## config.mk

```make
export PLATFORM = sky130hd
export DESIGN_NAME = ntt_rom_loader
export DESIGN_NICKNAME = d
export VERILOG_FILES = /design/src/rtl/ntt_rom_loader.sv
export SDC_FILE = /design/constraint.sdc
export NUM_CORES = 1
export LEC_CHECK = 0
export ABC_AREA = 0
export BUFFER_PORTS_ARGS = -buffer_cell sky130_fd_sc_hd__buf_4
export CELL_PAD_IN_SITES_DETAIL_PLACEMENT = 2
export CELL_PAD_IN_SITES_GLOBAL_PLACEMENT = 2
export CORE_ASPECT_RATIO = 1.2
export CORE_MARGIN = 5
export CORE_UTILIZATION = 40
export DETAILED_ROUTE_END_ITERATION = 12
export GPL_ROUTABILITY_DRIVEN = 1
export PLACE_DENSITY = 0.78
export SLEW_MARGIN = 5
export SYNTH_ARGS = -nofsm -noshare
export SYNTH_HDL_FRONTEND = slang
export SYNTH_SLANG_ARGS = --single-unit
```

## constraint.sdc

```tcl
create_clock -name clk -period 6.9 [get_ports clk]
set_input_delay 0 -clock clk [delete_from_list [all_inputs] [get_ports clk]]
set_output_delay 0 -clock clk [all_outputs]
set_load 0.01 [all_outputs]
```

## src/rtl/ntt_rom_loader.sv

```systemverilog
// Packs 12-bit NTT coefficients eight at a time into 96-bit words for the coefficient ROM.
// Optional mod-q reduction of each input is compiled in with `define NTT_LOADER_REDUCE_EN.
`timescale 1ns/1ps

module ntt_rom_loader #(
  parameter int unsigned COEF_W = 12,
  parameter int unsigned LANES  = 8,
  parameter int unsigned WORDS  = 32,
  parameter int unsigned Q      = 3329
) (
  input  logic                       clk,
  input  logic                       rst,
  input  logic                       start,
  input  logic [COEF_W-1:0]          in_coef,
  input  logic                       in_valid,
  output logic                       in_ready,
  output logic [COEF_W*LANES-1:0]    wdata,
  output logic [$clog2(WORDS)-1:0]   wdata_addr,
  output logic                       busy,
  output logic                       done
);

  localparam int unsigned WORD_W = COEF_W * LANES;
  localparam int unsigned ADDR_W = $clog2(WORDS);
  localparam int unsigned LANE_W = $clog2(LANES);
  localparam int unsigned CNT_W  = ADDR_W + LANE_W;
  localparam int unsigned PACK_W = COEF_W * (LANES - 1);

  // Reject configurations the ROM word layout cannot represent.
  if (WORD_W != 96 || (1 << LANE_W) != LANES || Q >= (1 << COEF_W)) begin : g_bad_cfg
    $error("ntt_rom_loader: unsupported COEF_W/LANES/Q combination");
  end

  typedef enum logic [1:0] {
    S_IDLE = 2'd0,
    S_LOAD = 2'd1,
    S_DONE = 2'd2
  } state_t;

  state_t              state;
  logic [CNT_W-1:0]    cnt;
  logic [PACK_W-1:0]   pack;
  logic [COEF_W-1:0]   coef_val;
  logic [LANE_W-1:0]   lane;
  logic [ADDR_W-1:0]   word_idx;
  logic                last_lane;
  logic                last_coef;
  logic                accept;

  assign lane      = cnt[LANE_W-1:0];
  assign word_idx  = cnt[CNT_W-1:LANE_W];
  assign last_lane = (lane == LANE_W'(LANES - 1));
  assign last_coef = (cnt == {CNT_W{1'b1}});
  assign accept    = in_valid && in_ready;

  // Single conditional subtract brings 0..4095 into 0..q-1 when reduction is built in.
  always_comb begin
    coef_val = in_coef;
`ifdef NTT_LOADER_REDUCE_EN
    if (in_coef >= COEF_W'(Q)) begin
      coef_val = in_coef - COEF_W'(Q);
    end
`endif
  end

  // Control FSM with packing datapath; wdata/wdata_addr only move on a lane-7 accept.
  always_ff @(posedge clk or posedge rst) begin
    if (rst) begin
      state      <= S_IDLE;
      cnt        <= '0;
      pack       <= '0;
      wdata      <= '0;
      wdata_addr <= '0;
      in_ready   <= 1'b0;
      busy       <= 1'b0;
      done       <= 1'b0;
    end else begin
      case (state)
        S_IDLE, S_DONE: begin
          if (start) begin
            state    <= S_LOAD;
            cnt      <= '0;
            pack     <= '0;
            in_ready <= 1'b1;
            busy     <= 1'b1;
            done     <= 1'b0;
          end
        end
        S_LOAD: begin
          if (accept) begin
            cnt <= cnt + CNT_W'(1);
            for (int unsigned k = 0; k < LANES - 1; k++) begin
              if (lane == LANE_W'(k)) begin
                pack[k*COEF_W +: COEF_W] <= coef_val;
              end
            end
            if (last_lane) begin
              wdata      <= {coef_val, pack};
              wdata_addr <= word_idx;
            end
            if (last_coef) begin
              state    <= S_DONE;
              in_ready <= 1'b0;
              busy     <= 1'b0;
              done     <= 1'b1;
            end
          end
        end
        default: begin
          state    <= S_IDLE;
          in_ready <= 1'b0;
          busy     <= 1'b0;
          done     <= 1'b0;
        end
      endcase
    end
  end

endmodule

```

==> impl_metrics.py, run 1 <==
metrics = {
    "run_status": {
        "status": "completed",
    },
    "critical_path": {
        "crit_arrival_ns": 3.24,
        "cp_cell_sequence": "nand4b_1, a22oi_2, mux2_2",
        "critPathKind": "register to register",
        "reg2reg_from": "state[0]",
        "crit_start": "state[0]",
        "crit_fanout": 15,
        "critPathTopFamily": "flip-flops",
        "slowest_stage": "dfrtp_1",
        "critical_path.max_stage_delay_ns": 0.89,
        "worst_setup_path_start_kind": "register",
        "path_buf_inv": 0,
        "end_kind": "register",
        "required_ns": 7.21,
    },
    "layout": {
        "syn_to_final_growth_pct": 22.64,
        "nFillCells": 1755,
        "fin_nets": 639,
        "layout-drive-gt1-share_pct": 36.09,
        "final_common_cell": "dfrtp_1",
        "layout_common_cells": "dfrtp_1, buf_4, mux2_1",
        "num_antenna_cells": 0,
    },
    "place": {
        "io_buffers": 119,
        "hpwlAfterDp_um": 13240,
        "gp_congestion": 0.7965,
    },
    "timing": {
        "max_slew_margin_pct": 23.42,
        "hold_viol_final": 0,
        "period_share_pct": 42.39,
        "max_clock_freq_ghz": 0.3419,
        "skew_ns": 0.008880,
        "period_needed_ns": 2.925,
        "setup_viol": 0,
        "slew_viol_final": 0,
        "timing.setup.tns_ns": 0,
        "worst-slew-pin-transition_ns": 1.149,
        "rsz0062_at_grt": "no",
    },
    "power": {
        "peakVddDrop_mv": 0.1936,
        "p_sw_mw": 1.322,
        "swShare_pct": 31.00,
        "total_power_mw": 4.265,
        "p_leak_nw": 4.767,
        "p_comb_share_pct": 29.7,
        "p_seq_share_pct": 45.8,
        "intPower_mw": 2.943,
        "power_frac_clock_pct": 24.5,
        "p_per_area_nw_per_um2": 439.4,
    },
    "synth": {
        "synth_area_per_cell_um2": 16.32,
        "synthDistinctLibCells": 38,
        "synthArstFlopShare_pct": 100.0,
        "yosys_warnings": 0,
        "synthFlopType": "dfrtp_1",
        "synth_seq_cells": 196,
        "synth_edf_count": 0,
        "syn-instance-count": 485,
        "syn_area_um2": 7915,
        "seq_area_frac_synth_pct": 61.97,
        "synth_nets": 507,
    },
    "cts": {
        "cts.htree.levels": 4,
        "cts_buffer_depth": 2,
        "cts_tree": "built",
        "clock-sinks": 196,
        "path_clk_slew_ns": 0.08,
        "ctsResizeCount": 0,
        "cts_root_buffer": "clkbuf_16",
        "clock_latency_ns": 0.43,
        "hold_buffers": 15,
        "numCtsBuffers": 17,
        "postCtsSetupBuffers": 0,
    },
    "routing": {
        "drt_iter0_markers": 225,
        "first_pass_iters": 4,
        "drt-total-wl_um": 20750,
        "postRouteAntennaNets": 0,
        "routed_via_density": 5.098,
        "vias": 4537,
        "drc": 0,
        "avgRoutedWirePerCell_um": 23.31,
    },
    "global_routing": {
        "grt_max_degree": 121,
        "grt_pass1_wl_um": 32930,
        "first_global_vias": 5289,
        "antenna_found_initial": 0,
        "grt_usage_pct": 19.10,
        "overflow": 0,
    },
    "die": {
        "die_y_um": 164.1,
        "ioPinCount": 120,
        "die-area_um2": 22710,
        "die_w_um": 138.4,
        "core_um2": 19550,
        "initial_utilization_pct": 40.49,
        "num_rows": 56,
    },
    "worst_hold_path": {
        "hold_path.class": "input pin to async pin",
    },
    "run": {
        "maxCapViolCount": 0,
    },
}
==> power by group through the flow <==
stage          sequential (mW)  clock (mW)  combinational (mW)
4_1_cts                   1.96        1.06                1.29
3_3_place_gp              1.93           0                1.19
3_5_place_dp              1.97           0                1.26
2_1_floorplan             1.94           0               0.656
6_report                  1.95        1.05                1.27
5_1_grt                   2.01        1.12                1.37
==> sequential cells by signal, indices dropped and copies added (netlist names) <==
register,cells
wdata,96
pack,84
cnt,8
wdata_addr,5
busy,1
done,1
state,1
==> routing by layer <==
| layer | track usage (%) | vias to the layer above | routed length (um) |
|---|---|---|---|
| met1 | 22.59 | 2434 | 8388 |
| met4 | 5.930 | 0 | 384 |
| met2 | 34.95 | 90 | 11390 |
| met5 | 0 | - | 0 |
| met3 | 4.019 | 25 | 587 |
| li1 | - | 1988 | - |
==> cells by family after synthesis <==
logic type,Yosys count,synth area share (%)
buffers and inverters,30,3.241
adder cells (fa/ha/maj),6,0.9484
multiplexers,187,27.52
AND/OR/NAND/NOR,45,3.414
flip-flops,196,61.97
AO/OA/AOI/OAI,21,2.909
==> metrics by stage <==
| stage | utilization [%] | hold slack, ns | setup slack [ns] | area, um^2 | std cells |
|---|---|---|---|---|---|
| 3_5_place_dp | 45.74 | 0.2309 | 4.017 | 8942 | 844 |
| 5_1_grt | 49.65 | 0.3325 | 3.806 | 9707 | 890 |
| 3_3_place_gp | 45.74 | 0.2201 | 4.144 | 8942 | 844 |
| 6_report | 49.65 | 0.2824 | 3.975 | 9707 | 890 |
| 4_1_cts | 49.65 | 0.3220 | 3.973 | 9707 | 890 |
| 2_1_floorplan | - | 0.08627 | 1.559 | 7915 | 485 |
==> worst register-to-register path: cells and delay by family, from the launching register on <==
| kind | cells | cell delay, ns |
|---|---|---|
| AO/OA/AOI/OAI | 1 | 0.85 |
| AND/OR/NAND/NOR | 1 | 0.65 |
| flip-flops | 1 | 0.89 |
| multiplexers | 1 | 0.42 |
==> worst paths after layout <==
| check | endpoint | slack [ns] | cells past startpoint |
|---|---|---|---|
| max in group asynchronous | cnt[5] | 5.06 | 4 |
| worst min register to register | pack[72] | 0.49 | 1 |
| worst max register to register | pack[1] | 3.98 | 3 |
| worst min-delay path | pack[76] | 0.28 | 3 |
| worst max-delay path | pack[1] | 3.98 | 3 |
| min in group clk | wdata[86] | 0.34 | 3 |
==> cells in the mapped netlist (3+ instances only) <==
cell type / n / area share, %
nand3_1: 5 / 0.32
buf_6: 11 / 1.6
o21ai_0: 3 / 0.19
mux2_2: 43 / 6.1
mux2_1: 122 / 17
mux2_4: 20 / 3.8
buf_4: 6 / 0.57
buf_2: 5 / 0.32
nand2b_1: 3 / 0.24
a221oi_4: 4 / 1.3
o31ai_1: 4 / 0.38
and2_0: 3 / 0.24
a21oi_1: 3 / 0.19
dfrtp_1: 196 / 62
inv_1: 5 / 0.24
ha_1: 6 / 0.95
and2_1: 9 / 0.71
nand2_1: 8 / 0.38
==> cell type report <==
| cell class | count | area (um^2) | share of cell area, % |
|---|---|---|---|
| Sequential cell | 196 | 4905 | 50.53 |
| Clock inverter | 11 | 147.6 | 1.521 |
| Multi-Input combinational cell | 259 | 2761 | 28.45 |
| Inverter | 5 | 26.28 | 0.2707 |
| Tap cell | 261 | 326.6 | 3.364 |
| Clock buffer | 20 | 466.7 | 4.808 |
| Timing Repair Buffer | 138 | 1074 | 11.06 |
No activity file was read; power rests on OpenSTA's default activity.
==> inputs of run 2 (changes only) <==
--- a/config.mk
+++ b/config.mk
@@ -5,16 +5,16 @@
 export SDC_FILE = /design/constraint.sdc
 export NUM_CORES = 1
 export LEC_CHECK = 0
-export ABC_AREA = 0
+export ABC_AREA = 1
 export BUFFER_PORTS_ARGS = -buffer_cell sky130_fd_sc_hd__buf_4
 export CELL_PAD_IN_SITES_DETAIL_PLACEMENT = 2
 export CELL_PAD_IN_SITES_GLOBAL_PLACEMENT = 2
 export CORE_ASPECT_RATIO = 1.2
 export CORE_MARGIN = 5
-export CORE_UTILIZATION = 40
+export CORE_UTILIZATION = 31
 export DETAILED_ROUTE_END_ITERATION = 12
 export GPL_ROUTABILITY_DRIVEN = 1
-export PLACE_DENSITY = 0.78
+export PLACE_DENSITY = 0.74
 export SLEW_MARGIN = 5
 export SYNTH_ARGS = -nofsm -noshare
 export SYNTH_HDL_FRONTEND = slang
==> constraint.sdc (replaced) <==
create_clock -name clk -period 2.65 [get_ports clk]
set_input_delay 0 -clock clk [delete_from_list [all_inputs] [get_ports clk]]
set_output_delay 0 -clock clk [all_outputs]
set_load 0.01 [all_outputs]
==> impl_metrics.py, run 2 <==
metrics = {
    "timing": {
        "period_share_pct": 84.55,
        "setup_viol": 0,
        "worst-slew-pin-transition_ns": 1.026,
        "period_needed_ns": 2.241,
        "max_slew_margin_pct": 31.61,
        "skew_ns": 0.01333,
        "worst_hold_slack_ns": 0.08284,
        "rsz0062_at_grt": "no",
        "slew_viol_final": 0,
        "timing.setup.tns_ns": 0,
        "max_clock_freq_ghz": 0.4463,
        "hold_viol_final": 0,
    },
    "global_routing": {
        "grt_usage_pct": 17.52,
        "grt_max_degree": 100,
        "antenna_found_initial": 0,
        "first_global_vias": 6646,
        "grt_pass1_wl_um": 38480,
        "overflow": 0,
    },
    "critical_path": {
        "required_ns": 3.02,
        "critPathKind": "register to register",
        "crit_fanout": 38,
        "end_kind": "register",
        "worst_setup_path_start_kind": "register",
        "crit_arrival_ns": 2.61,
    },
    "die": {
        "die_w_um": 154.1,
        "die-area_um2": 28170,
        "ioPinCount": 120,
        "die_y_um": 182.9,
        "initial_utilization_pct": 31.29,
        "core_um2": 24670,
        "num_rows": 63,
    },
    "place": {
        "hpwlAfterDp_um": 15930,
        "io_buffers": 119,
        "dp_cells": 1220,
        "gp_congestion": 0.7949,
    },
    "layout": {
        "largest_register": "wdata",
        "layout_common_cells": "nand2_1, dfrtp_1, buf_4",
        "final_cells": 1266,
        "largest_reg_flops": 96,
        "syn_to_final_growth_pct": 24.12,
        "fin_util_pct": 38.84,
        "layout-drive-gt1-share_pct": 18.49,
        "fin_nets": 950,
        "nFillCells": 2703,
        "final_common_cell": "nand2_1",
        "top_regs": "wdata: 96 flops, pack: 84 flops, cnt: 8 flops",
        "num_antenna_cells": 0,
    },
    "cts": {
        "cts_tree": "built",
        "clock-sinks": 196,
        "clock_latency_ns": 0.45,
        "numCtsBuffers": 17,
        "cts.htree.levels": 4,
        "cts_buffer_depth": 2,
        "ctsResizeCount": 0,
        "cts_root_buffer": "clkbuf_16",
        "path_clk_slew_ns": 0.07,
    },
    "power": {
        "p_per_area_nw_per_um2": 892.8,
        "p_seq_share_pct": 46.3,
        "p_comb_share_pct": 24.5,
        "total_power_mw": 8.554,
        "p_sw_mw": 3.129,
        "peakVddDrop_mv": 0.4811,
        "power_frac_clock_pct": 29.2,
        "intPower_mw": 5.425,
        "p_leak_nw": 5.059,
        "swShare_pct": 36.58,
    },
    "routing": {
        "drt_iter0_markers": 302,
        "drt-total-wl_um": 24350,
        "postRouteAntennaNets": 0,
        "routed_via_density": 4.862,
        "first_pass_iters": 4,
        "vias": 6155,
        "drc": 0,
        "avgRoutedWirePerCell_um": 19.23,
    },
    "synth": {
        "synth.most_common_cell": "nand2_1",
        "synth_top_area_share_pct": 63.53,
        "yosys_warnings": 0,
        "netlist_top_cells_area": "dfrtp_1, nand2_1, nand3_1, o21ai_0, o21ai_1",
        "yosysTopAreaCell": "dfrtp_1",
        "synth_area_per_cell_um2": 9.472,
        "synth_common_cells": "nand2_1, dfrtp_1, nand3_1",
        "syn_area_um2": 7720,
        "synth_edf_count": 0,
        "synth_seq_cells": 196,
        "seq_area_frac_synth_pct": 63.53,
        "synth_nets": 837,
        "synthArstFlopShare_pct": 100.0,
        "synthDistinctLibCells": 21,
        "synthFlopType": "dfrtp_1",
        "syn-instance-count": 815,
    },
    "run": {
        "maxCapViolCount": 0,
    },
    "worst_hold_path": {
        "hold_path.class": "input pin to register",
    },
    "run_status": {
        "status": "completed",
    },
}
## run 2: changes by cell type after synthesis, moves of 30 or more
cell,previous run,this run
mux2_1,122,0
mux2_2,43,0
nand2_1,8,321
nand3_1,5,107
o21ai_0,3,64
o21ai_1,0,30
## run 2: through the flow
step	area (um^2)	worst slack (ns)
after floorplan	7724	0.1176
final	9582	0.4094
after detailed placement	8880	0.4374
after CTS	9582	0.3890
after global placement	8880	0.5404
after global routing	9582	0.2249
## run 2: area by class of cell
cell class | count | area (um^2) | area share [%]
clock buffer | 18 | 439.2 | 4.583
clock inverter | 14 | 122.6 | 1.280
inverter | 15 | 61.31 | 0.6399
multi-input combinational | 554 | 2469 | 25.76
sequential | 196 | 4905 | 51.19
tap | 325 | 406.6 | 4.244
timing repair buffer | 144 | 1179 | 12.30
## run 2: cells by family after synthesis
group,Yosys count,share of synthesized area [%]
buffers and inverters,65,4.716
DFF,196,63.53
and+or+nand+nor,445,23.87
adders and majority gates,6,0.9724
AOI/OAI and AO/OA,103,6.904
## run 2: final timing paths
kind	end	cells past startpoint	slack (ns)	start
setup / recovery	wdata[64]	8	0.41	state[0]
hold / removal	done	4	0.08	in_valid
setup reg to reg	wdata[64]	8	0.41	state[0]
hold reg to reg	wdata[38]	2	0.47	wdata[38]
max in group asynchronous	pack[46]	4	1.60	rst
min in group asynchronous	pack[80]	3	0.21	rst
## run 2: metal layers
| layer | GRT usage [%] | vias to the layer above | part of all wire [%] |
|---|---|---|---|
| li1 | - | 2865 | - |
| met4 | 4.064 | 0 | 1.0 |
| met3 | 3.186 | 22 | 3.6 |
| met5 | 0 | - | 0 |
| met2 | 30.82 | 103 | 51 |
| met1 | 22.51 | 3165 | 44 |
## run 2: what timing repair did
item                                   4_1_cts  5_1_grt
buffers inserted                             0        0
endpoints found under the hold margin       38        0
hold buffers                                14        0
## run 2: power groups by stage
stage / Clock (mW) / Sequential [mW] / Combinational (mW)
after floorplan: 0 / 3.93 / 1.40
after global placement: 0 / 3.97 / 1.99
after global routing: 2.68 / 4.03 / 2.37
after detailed placement: 0 / 4.00 / 2.09
after CTS: 2.56 / 3.96 / 2.14
final: 2.50 / 3.96 / 2.10
## run 2: critical path: stages, from the launching register on
cell and delay (ns):
dfrtp_1 0.47, inv_2 0.17, nor2_8 0.09, nand2_4 0.11
clkinv_2 0.30, nand2_4 0.50, buf_4 0.32, nand2_1 0.11
nand2_1 0.09
==> inputs of run 3 (changes only) <==
==> constraint.sdc (replaced) <==
create_clock -name clk -period 1.8 [get_ports clk]
set_input_delay 0 -clock clk [delete_from_list [all_inputs] [get_ports clk]]
set_output_delay 0 -clock clk [all_outputs]
set_load 0.01 [all_outputs]
==> impl_metrics.py, run 3 (synthesis results as in run 2) <==
metrics = {
    "run_status": {
        "status": "completed",
    },
    "critical_path": {
        "crit_arrival_ns": 1.98,
        "end_kind": "register",
        "critPathTopFamily": "simple AND/OR/NAND/NOR gates",
        "crit_fanout": 24,
        "critPathKind": "register to register",
        "path_buf_inv": 1,
        "cp_cell_sequence": "nor2_8, nand2_4, nand2_4, nand2_1, buf_12, nand2_1, o21ai_1",
        "required_ns": 2.11,
        "critical_path.max_stage_delay_ns": 0.45,
        "slowest_stage": "dfrtp_1",
        "worst_setup_path_start_kind": "register",
    },
    "routing": {
        "postRouteAntennaNets": 0,
        "drc": 0,
        "first_pass_iters": 4,
        "avgRoutedWirePerCell_um": 19.17,
        "routed_via_density": 4.862,
        "vias": 6223,
        "drt_iter0_markers": 273,
        "drt-total-wl_um": 24540,
    },
    "timing": {
        "slew_viol_final": 0,
        "rsz0062_at_grt": "no",
        "period_needed_ns": 1.674,
        "setup_viol": 0,
        "worst-slew-pin-transition_ns": 0.6776,
        "skew_ns": 0.01289,
        "hold_viol_final": 0,
        "max_slew_margin_pct": 54.72,
        "max_clock_freq_ghz": 0.5974,
        "period_share_pct": 92.99,
    },
    "power": {
        "swShare_pct": 34.75,
        "p_leak_nw": 5.178,
        "peakVddDrop_mv": 0.7640,
        "p_comb_share_pct": 25.5,
        "p_seq_share_pct": 43.8,
        "total_power_mw": 13.25,
        "intPower_mw": 8.646,
        "p_per_area_nw_per_um2": 1350,
        "p_sw_mw": 4.604,
        "power_frac_clock_pct": 30.7,
    },
    "global_routing": {
        "grt_pass1_wl_um": 39560,
        "first_global_vias": 6858,
        "overflow": 0,
        "grt_max_degree": 59,
        "grt_usage_pct": 17.94,
        "antenna_found_initial": 0,
    },
    "place": {
        "io_buffers": 119,
        "dp_cells": 1234,
        "gp_congestion": 0.7766,
        "place_area_um2": 9047,
        "hpwlAfterDp_um": 16030,
    },
    "layout": {
        "nFillCells": 2666,
        "layout-drive-gt1-share_pct": 19.58,
        "final_common_cell": "nand2_1",
        "largest_register": "wdata",
        "num_antenna_cells": 0,
        "syn_to_final_growth_pct": 27.16,
        "top_regs": "wdata: 96 flops, pack: 84 flops, cnt: 8 flops",
        "fin_nets": 964,
        "fin_area_um2": 9817,
        "largest_reg_flops": 96,
        "layout_common_cells": "nand2_1, dfrtp_1, buf_4",
        "final_cells": 1280,
    },
    "cts": {
        "cts_buffer_depth": 2,
        "numCtsBuffers": 17,
        "cts.htree.levels": 4,
        "clock_latency_ns": 0.44,
        "postCtsSetupBuffers": 0,
        "clock-sinks": 196,
        "cts_tree": "built",
        "cts_root_buffer": "clkbuf_16",
        "path_clk_slew_ns": 0.08,
    },
    "die": {
        "die-area_um2": 28170,
        "core_um2": 24670,
        "die_y_um": 182.9,
        "die_w_um": 154.1,
        "num_rows": 63,
        "initial_utilization_pct": 31.29,
        "ioPinCount": 120,
    },
    "worst_hold_path": {
        "hold_path.class": "input pin to register",
    },
    "run": {
        "maxCapViolCount": 0,
    },
}
run 3: path summary, 6_finish.rpt:
| kind | from | to | slack, ns | depth (start not counted) |
|---|---|---|---|---|
| worst max-delay path | done | pack[48] | 0.13 | 7 |
| worst min-delay path | in_valid | done | 0.1 | 4 |
| worst max register to register | done | pack[48] | 0.13 | 7 |
| worst min register to register | wdata[52] | wdata[52] | 0.47 | 2 |
| max in group asynchronous | rst | wdata[24] | 0.89 | 4 |
| min in group asynchronous | rst | wdata[58] | 0.16 | 3 |
run 3: metrics by stage:
| step | util [%] | worst slack (ns) | setup TNS [ns] | hold WS (ns) |
|---|---|---|---|---|
| final | 39.79 | 0.1262 | 0 | 0.09522 |
| after global placement | 36.67 | 0.2021 | 0 | 0.05897 |
| after floorplan | - | -0.7324 | -143.55 | 0.1446 |
| after detailed placement | 36.67 | 0.09114 | 0 | 0.06197 |
| after global routing | 39.79 | 0.02273 | 0 | 0.1341 |
| after CTS | 39.77 | 0.05318 | 0 | 0.08204 |
run 3: cell type report:
| cell class | count | area [um^2] | area share (%) |
|---|---|---|---|
| clock buffers | 20 | 456.7 | 4.652 |
| clock inverters | 12 | 167.7 | 1.708 |
| inverters | 15 | 61.31 | 0.6245 |
| multi-input cells | 554 | 2474 | 25.20 |
| flip-flops and latches | 196 | 4905 | 49.96 |
| well taps | 325 | 406.6 | 4.142 |
| repair buffers | 158 | 1346 | 13.71 |
run 3: repair_timing:
action	4_1_cts	5_1_grt
gates resized for setup	0	2
endpoints found under the setup margin	0	12
endpoints found under the hold margin	65	0
hold buffers	14	0
run 3: power groups by stage:
stage | combinational (mW) | sequential, mW | clock (mW)
global placement | 3.19 | 5.84 | 0
floorplan | 2.06 | 5.78 | 0
global route | 3.79 | 5.92 | 4.36
CTS | 3.43 | 5.81 | 4.17
detailed placement | 3.34 | 5.88 | 0
finish | 3.38 | 5.81 | 4.06
run 3: layer usage:
layer	up-vias	GRT usage, %	share of wire, %
met1	3200	22.74	44
met3	24	3.115	3.3
li1	2892	-	-
met4	0	5.724	1.9
met5	-	0	0
met2	107	31.26	51
run 3: worst register-to-register path: cells and delay by family, from the launching register on:
family	cells	cell delay, ns
flops	1	0.45
simple gates	5	0.84
buf+inv	1	0.19
compound gates	1	0.06
